File: config.mk
export PLATFORM = sky130hd
export DESIGN_NAME = glb_load_sequencer
export DESIGN_NICKNAME = d
export VERILOG_FILES = /design/src/rtl/glb_load_sequencer.sv
export SDC_FILE = /design/constraint.sdc
export NUM_CORES = 1
export LEC_CHECK = 0
export CAP_MARGIN = 0
export CORE_MARGIN = 5
export CORE_UTILIZATION = 51
export CTS_CLUSTER_SIZE = 28
export DETAILED_ROUTE_END_ITERATION = 12
export PLACE_DENSITY = 0.87
export SLEW_MARGIN = 20
export SYNTH_ARGS = -nofsm -noshare
export SYNTH_HDL_FRONTEND = slang
export SYNTH_SLANG_ARGS = --single-unit
File: constraint.sdc
create_clock -name clk -period 7.3 [get_ports clk]
set_clock_uncertainty 0.1 [all_clocks]
set_input_delay 1.46 -clock clk [delete_from_list [all_inputs] [get_ports clk]]
set_output_delay 1.46 -clock clk [all_outputs]
set_load 0.01 [all_outputs]
File: src/rtl/glb_load_sequencer.sv
// -----------------------------------------------------------------------------
// glb_load_sequencer
//
// Steers the single 32-bit DRAM input stream into the three global buffers
// (ifmap, weight, bias) ahead of each layer. Each phase length is configured
// per layer. A zero length skips that phase. Phases always run in the order
// ifmap -> weight -> bias. load_done hands the layer over to the compute
// controller.
//
// Optional feature (compile-time macro LOAD_CHECKSUM_EN):
//   defined   : checksum is a wrapping 32-bit sum of every accepted beat since
//               the last accepted start. It is valid while load_done is high
//               and holds afterwards.
//   undefined : checksum is tied to 0 and no adder is built.
//
// Ports:
//   clk, rst                  clock, synchronous active-high reset
//   start                     one-cycle pulse, begins a layer load (IDLE only)
//   cfg_ifmap_words           ifmap words to load (0 = skip)
//   cfg_weight_words          weight words to load (0 = skip)
//   cfg_bias_words            bias words to load (0 = skip)
//   in_valid, in_data         DRAM beat
//   in_ready                  loader accepts a beat this cycle
//   ifmap_wen, weight_wen,
//   bias_wen                  SRAM write strobes (at most one high)
//   wr_addr, wr_data          word address / data for the strobed SRAM
//   busy                      high from accepted start through the done cycle
//   load_done                 one-cycle pulse, all phases written
//   cfg_err                   one-cycle pulse, start rejected (length > capacity)
//   checksum                  see optional feature above
// -----------------------------------------------------------------------------
module glb_load_sequencer #(
  parameter int ADDR_W       = 12,
  parameter int IFMAP_WORDS  = 32,
  parameter int WEIGHT_WORDS = 1024,
  parameter int BIAS_WORDS   = 128
) (
  input  logic              clk,
  input  logic              rst,
  input  logic              start,
  input  logic [ADDR_W-1:0] cfg_ifmap_words,
  input  logic [ADDR_W-1:0] cfg_weight_words,
  input  logic [ADDR_W-1:0] cfg_bias_words,
  input  logic              in_valid,
  input  logic [31:0]       in_data,
  output logic              in_ready,
  output logic              ifmap_wen,
  output logic              weight_wen,
  output logic              bias_wen,
  output logic [ADDR_W-1:0] wr_addr,
  output logic [31:0]       wr_data,
  output logic              busy,
  output logic              load_done,
  output logic              cfg_err,
  output logic [31:0]       checksum
);

  typedef enum logic [2:0] {
    S_IDLE,
    S_IFMAP,
    S_WEIGHT,
    S_BIAS,
    S_DONE
  } state_t;

  state_t            state;
  logic [ADDR_W-1:0] cfg_if;
  logic [ADDR_W-1:0] cfg_wt;
  logic [ADDR_W-1:0] cfg_bs;
  logic [ADDR_W-1:0] cnt;
  logic [ADDR_W-1:0] cur_len;
  logic              accept;
  logic              last_beat;
  logic              cfg_bad;
  logic              start_ok;

  // Phase that follows 'cur', skipping zero-length phases. Called with
  // cur = S_IFMAP at start time when the ifmap length itself is zero, which
  // yields the first non-empty phase after ifmap.
  function automatic state_t next_phase(input state_t            cur,
                                        input logic [ADDR_W-1:0] wt,
                                        input logic [ADDR_W-1:0] bs);
    state_t nxt;
    nxt = S_DONE;
    case (cur)
      S_IFMAP: begin
        if (wt != '0)      nxt = S_WEIGHT;
        else if (bs != '0) nxt = S_BIAS;
      end
      S_WEIGHT: begin
        if (bs != '0)      nxt = S_BIAS;
      end
      default: nxt = S_DONE;
    endcase
    return nxt;
  endfunction

  assign cfg_bad = (cfg_ifmap_words  > ADDR_W'(IFMAP_WORDS))  ||
                   (cfg_weight_words > ADDR_W'(WEIGHT_WORDS)) ||
                   (cfg_bias_words   > ADDR_W'(BIAS_WORDS));

  assign start_ok  = (state == S_IDLE) && start && !cfg_bad;
  assign in_ready  = (state == S_IFMAP) || (state == S_WEIGHT) || (state == S_BIAS);
  assign accept    = in_valid && in_ready;
  assign busy      = (state != S_IDLE);
  assign load_done = (state == S_DONE);

  always_comb begin
    cur_len = '0;
    case (state)
      S_IFMAP:  cur_len = cfg_if;
      S_WEIGHT: cur_len = cfg_wt;
      S_BIAS:   cur_len = cfg_bs;
      default:  cur_len = '0;
    endcase
  end

  assign last_beat = accept && (cnt == (cur_len - ADDR_W'(1)));

  // Stage p0 -> p1: accepted beat becomes an SRAM write one cycle later
  always_ff @(posedge clk) begin
    if (rst) begin
      state      <= S_IDLE;
      cnt        <= '0;
      cfg_if     <= '0;
      cfg_wt     <= '0;
      cfg_bs     <= '0;
      ifmap_wen  <= 1'b0;
      weight_wen <= 1'b0;
      bias_wen   <= 1'b0;
      wr_addr    <= '0;
      wr_data    <= '0;
      cfg_err    <= 1'b0;
    end else begin
      cfg_err    <= 1'b0;
      ifmap_wen  <= 1'b0;
      weight_wen <= 1'b0;
      bias_wen   <= 1'b0;
      case (state)
        S_IDLE: begin
          if (start) begin
            cfg_if <= cfg_ifmap_words;
            cfg_wt <= cfg_weight_words;
            cfg_bs <= cfg_bias_words;
            cnt    <= '0;
            if (cfg_bad)
              cfg_err <= 1'b1;
            else if (cfg_ifmap_words != '0)
              state <= S_IFMAP;
            else
              state <= next_phase(S_IFMAP, cfg_weight_words, cfg_bias_words);
          end
        end
        S_IFMAP, S_WEIGHT, S_BIAS: begin
          if (accept) begin
            ifmap_wen  <= (state == S_IFMAP);
            weight_wen <= (state == S_WEIGHT);
            bias_wen   <= (state == S_BIAS);
            wr_addr    <= cnt;
            wr_data    <= in_data;
            // Clearing on the last beat lets the next phase take a beat in
            // the very next cycle.
            if (last_beat) begin
              cnt   <= '0;
              state <= next_phase(state, cfg_wt, cfg_bs);
            end else begin
              cnt <= cnt + ADDR_W'(1);
            end
          end
        end
        S_DONE:  state <= S_IDLE;
        default: state <= S_IDLE;
      endcase
    end
  end

`ifdef LOAD_CHECKSUM_EN
  logic [31:0] sum_p1;

  // Stage p0 -> p1: sum advances in the same cycle as the matching write
  always_ff @(posedge clk) begin
    if (rst)
      sum_p1 <= '0;
    else if (start_ok)
      sum_p1 <= '0;
    else if (accept)
      sum_p1 <= sum_p1 + in_data;
  end

  assign checksum = sum_p1;
`else
  assign checksum = '0;
`endif

endmodule
==> reports/qor.csv <==
stage,metric,value,unit
cells_and_area,insertedDiodeCount,0,
synthesis,synth-seq-cells,99,
timing,post-route-period-util,57.7,%
placement,gp_routability_congestion,0.910,
clock_network,postCtsSetupBuffers,0,
clock_network,tritoncts,yes,
clock_network,cts_hold_buf,0,
clock_network,h-tree-depth,3,
die,chipWidth,109,um
timing,finalHoldWorstSlack,357,ps
cells_and_area,final_net_count,803,
clock_network,clk_pin_slew_worst_paths,90,ps
synthesis,number_of_warning_messages_in_the_yosys_log,0,
setup_path,crit_path_top_delay_cell,dfxtp_1,
cells_and_area,stdcell_area,6290,um^2
setup_path,worst_ep_arrival_time,2650,ps
run_status,outcome,finished clean,
route,via_count,4755,
timing,max_slew.worst_pin.slew,1020,ps
timing,max-slew-margin-rel,31.7,%
synthesis,yosys.cell_types.count,66,
timing,timing_max_transition_violations_final,0,
timing,setup-violations-final,0,
cells_and_area,finish.cell_count_without_fillers,867,
setup_path,critical_path.cell_chain,"nor2_1, or2_2, inv_1, clkdlybuf4s50_1",
setup_path,critical_path_required,5740,ps
placement,placedCellCount,851,
timing,clock.fmax,0.238,GHz
timing,unrepaired_setup_endpoints_after_global_routing,no,
timing,layout_setup_ws,3090,ps
route,remaining_routing_drc_violations,0,
die,start_util,51.5,%
global_route,grt_pass1_vias,4545,
synthesis,async_flop_share,0,%
clock_network,tritoncts_num_sinks,99,
setup_path,start_kind,flip-flop,
cells_and_area,area_delta_synth_final,26.6,%
power_and_ir_drop,ir_drop,0.157,mV
clock_network,root_buffer_cell,clkbuf_8,
clock_network,post_cts_resize_count,0,
global_route,wire_length_of_the_first_global_routing_pass,21700,um
die,die_height,109,um
cells_and_area,fillerInstances,819,
power_and_ir_drop,p_per_area,162,nW/um^2
clock_network,tritoncts.num_buffers,9,
hold_path,worstHoldEndpoint,wr_data[16]$_SDFFE_PP0P_,
synthesis,syn_area_per_cell,7.81,um^2
die,boundaryPins,155,
timing,setup_total_negative_slack,0,ps
placement,preCtsSetupSlack,3160,ps
cells_and_area,drive_gt1_share,5.45,%
die,floorplan.die_area,11800,um^2
setup_path,timing_worst_setup_path_type,reg2out,
power_and_ir_drop,fin_total_pwr,1.02,mW
clock_network,clk_latency,360,ps
die,floorplan_core_area,9640,um^2
route,drt-initial-drc-count,520,
setup_path,worstSetupEndpointType,primary output,
global_route,gr-total-overflow,0,
hold_path,worst_hold_path.num_cells,2,
setup_path,crit_path_max_fanout,21,
setup_path,critPathMaxStageDelay,940,ps
global_route,grt.total_usage,22.8,%
job,timing.max_cap.violations,0,
setup_path,cp_top_delay_family,flip-flops,
route,wl_per_cell,15.5,um
route,final_antenna_net_count,0,
clock_network,cts.path.max_buffers,2,
setup_path,reg2regPathDepth,8,
placement,place_hpwl,9990,um
hold_path,holdCritPathClass,reg2reg,
timing,period_minus_slack,4210,ps
route,drt-pass1-iter-count,5,
synthesis,ys_seq_area_share,39.9,%
placement,placement.io_buffers,122,
synthesis,post_synth_inst_count,636,
die,rows,36,
cells_and_area,final_core_utilization,65.3,%
timing,report.final.hold_viol_count,0,
route,vias_per_cell,5.48,
setup_path,cp.buffers_inverters,2,
route,totalWireLength,13500,um
placement,placed_cell_area,6080,um^2
synthesis,synthFlopType,dfxtp_1,
synthesis,netlist_area,4970,um^2
power_and_ir_drop,leakagePower,2.14,nW
global_route,grt_antenna_before_repair,0,
setup_path,worstReg2RegStart,state[0]$_SDFFE_PP0P_,
global_route,grt_max_degree,103,
setup_path,r2r_setup_slack,3190,ps
setup_path,worstReg2RegEnd,cnt[5]$_SDFFE_PP0P_,
hold_path,min-delay-start,wr_data[16]$_SDFFE_PP0P_,
synthesis,synth_enable_flop_cells,0,
## metal layers
metal	global-route usage [%]	vias up	part of all wire, %
met1	29.9	2220	42
met2	36.6	197	48
met3	5.39	24	7.9
met4	8.75	0	2.0
met5	0	-	0
li1	-	2314	-
## tightest hold or removal path: stages (launching register included)
cell and delay, ps:
dfxtp_1 320, nand2_1 50, a21oi_1 50
## where the power goes
group          leakage [nW]  total, mW  switching [mW]  internal [mW]
Combinational          1.23     0.0981          0.0488         0.0493
Clock                 0.102      0.363           0.186          0.178
Sequential            0.804      0.561         0.00965          0.551
## cells in the mapped netlist, types with 8 or more instances
cell	n	area (um^2)
a21oi_1	89	445
buf_4	33	248
clkbuf_1	37	139
dfxtp_1	99	1980
inv_1	12	45.0
mux2i_1	8	80.1
nand2_1	173	649
nand3_1	9	45.0
nor2_1	16	60.1
nor3_1	16	80.1
nor4_1	17	106
xnor2_1	11	96.3
xor2_1	12	105
## cell type report
class / instances / area [um^2] / area share [%]
repair buffers: 125 / 1240 / 19.7
well taps: 133 / 166 / 2.65
multi-input cells: 482 / 2650 / 42.1
flip-flops and latches: 99 / 1980 / 31.5
inverters: 12 / 45.0 / 0.716
clock buffers: 11 / 151 / 2.41
clock inverters: 5 / 58.8 / 0.935
## flip-flops by register name, indices dropped and copies added, names as in the netlist
register    flops
cfg_wt         12
bias_wen        1
ifmap_wen       1
cfg_bs         12
wr_data        32
cnt            12
cfg_if         12
weight_wen      1
state           3
cfg_err         1
wr_addr        12
## worst max path at each step
stage	from	endpoint	slack [ps]	cells past startpoint
floorplan	cfg_ifmap_words[1]	state[0]$_SDFFE_PP0P_	3710	6
global placement	cfg_ifmap_words[1]	state[0]$_SDFFE_PP0P_	3190	7
detailed placement	cfg_ifmap_words[1]	state[0]$_SDFFE_PP0P_	3160	7
CTS	state[0]$_SDFFE_PP0P_	in_ready	3120	4
global route	state[0]$_SDFFE_PP0P_	cnt[11]$_SDFFE_PP0P_	2930	8
finish	state[0]$_SDFFE_PP0P_	in_ready	3090	4
## cell families after synthesis
| kind of cell | share of synthesized area [%] |
|---|---|
| compound gates | 16.4 |
| buf+inv | 9.34 |
| fa+ha+maj | 0.504 |
| flops | 39.9 |
| simple gates | 26.5 |
| mux | 3.20 |
| xor+xnor | 4.06 |
| other cells | 0.0755 |
## layout by cell type (no fill, tap or decap), types with 9 or more instances in the layout
cell / count
dfxtp_1: 99
clkbuf_8: 11
xor2_1: 12
inv_1: 12
conb_1: 32
a21oi_1: 89
clkdlybuf4s50_1: 121
nand2_1: 173
nor4_1: 17
nand3_1: 9
nor3_1: 16
nor2_1: 14
xnor2_1: 11
Power figures use the tool's default switching activity.
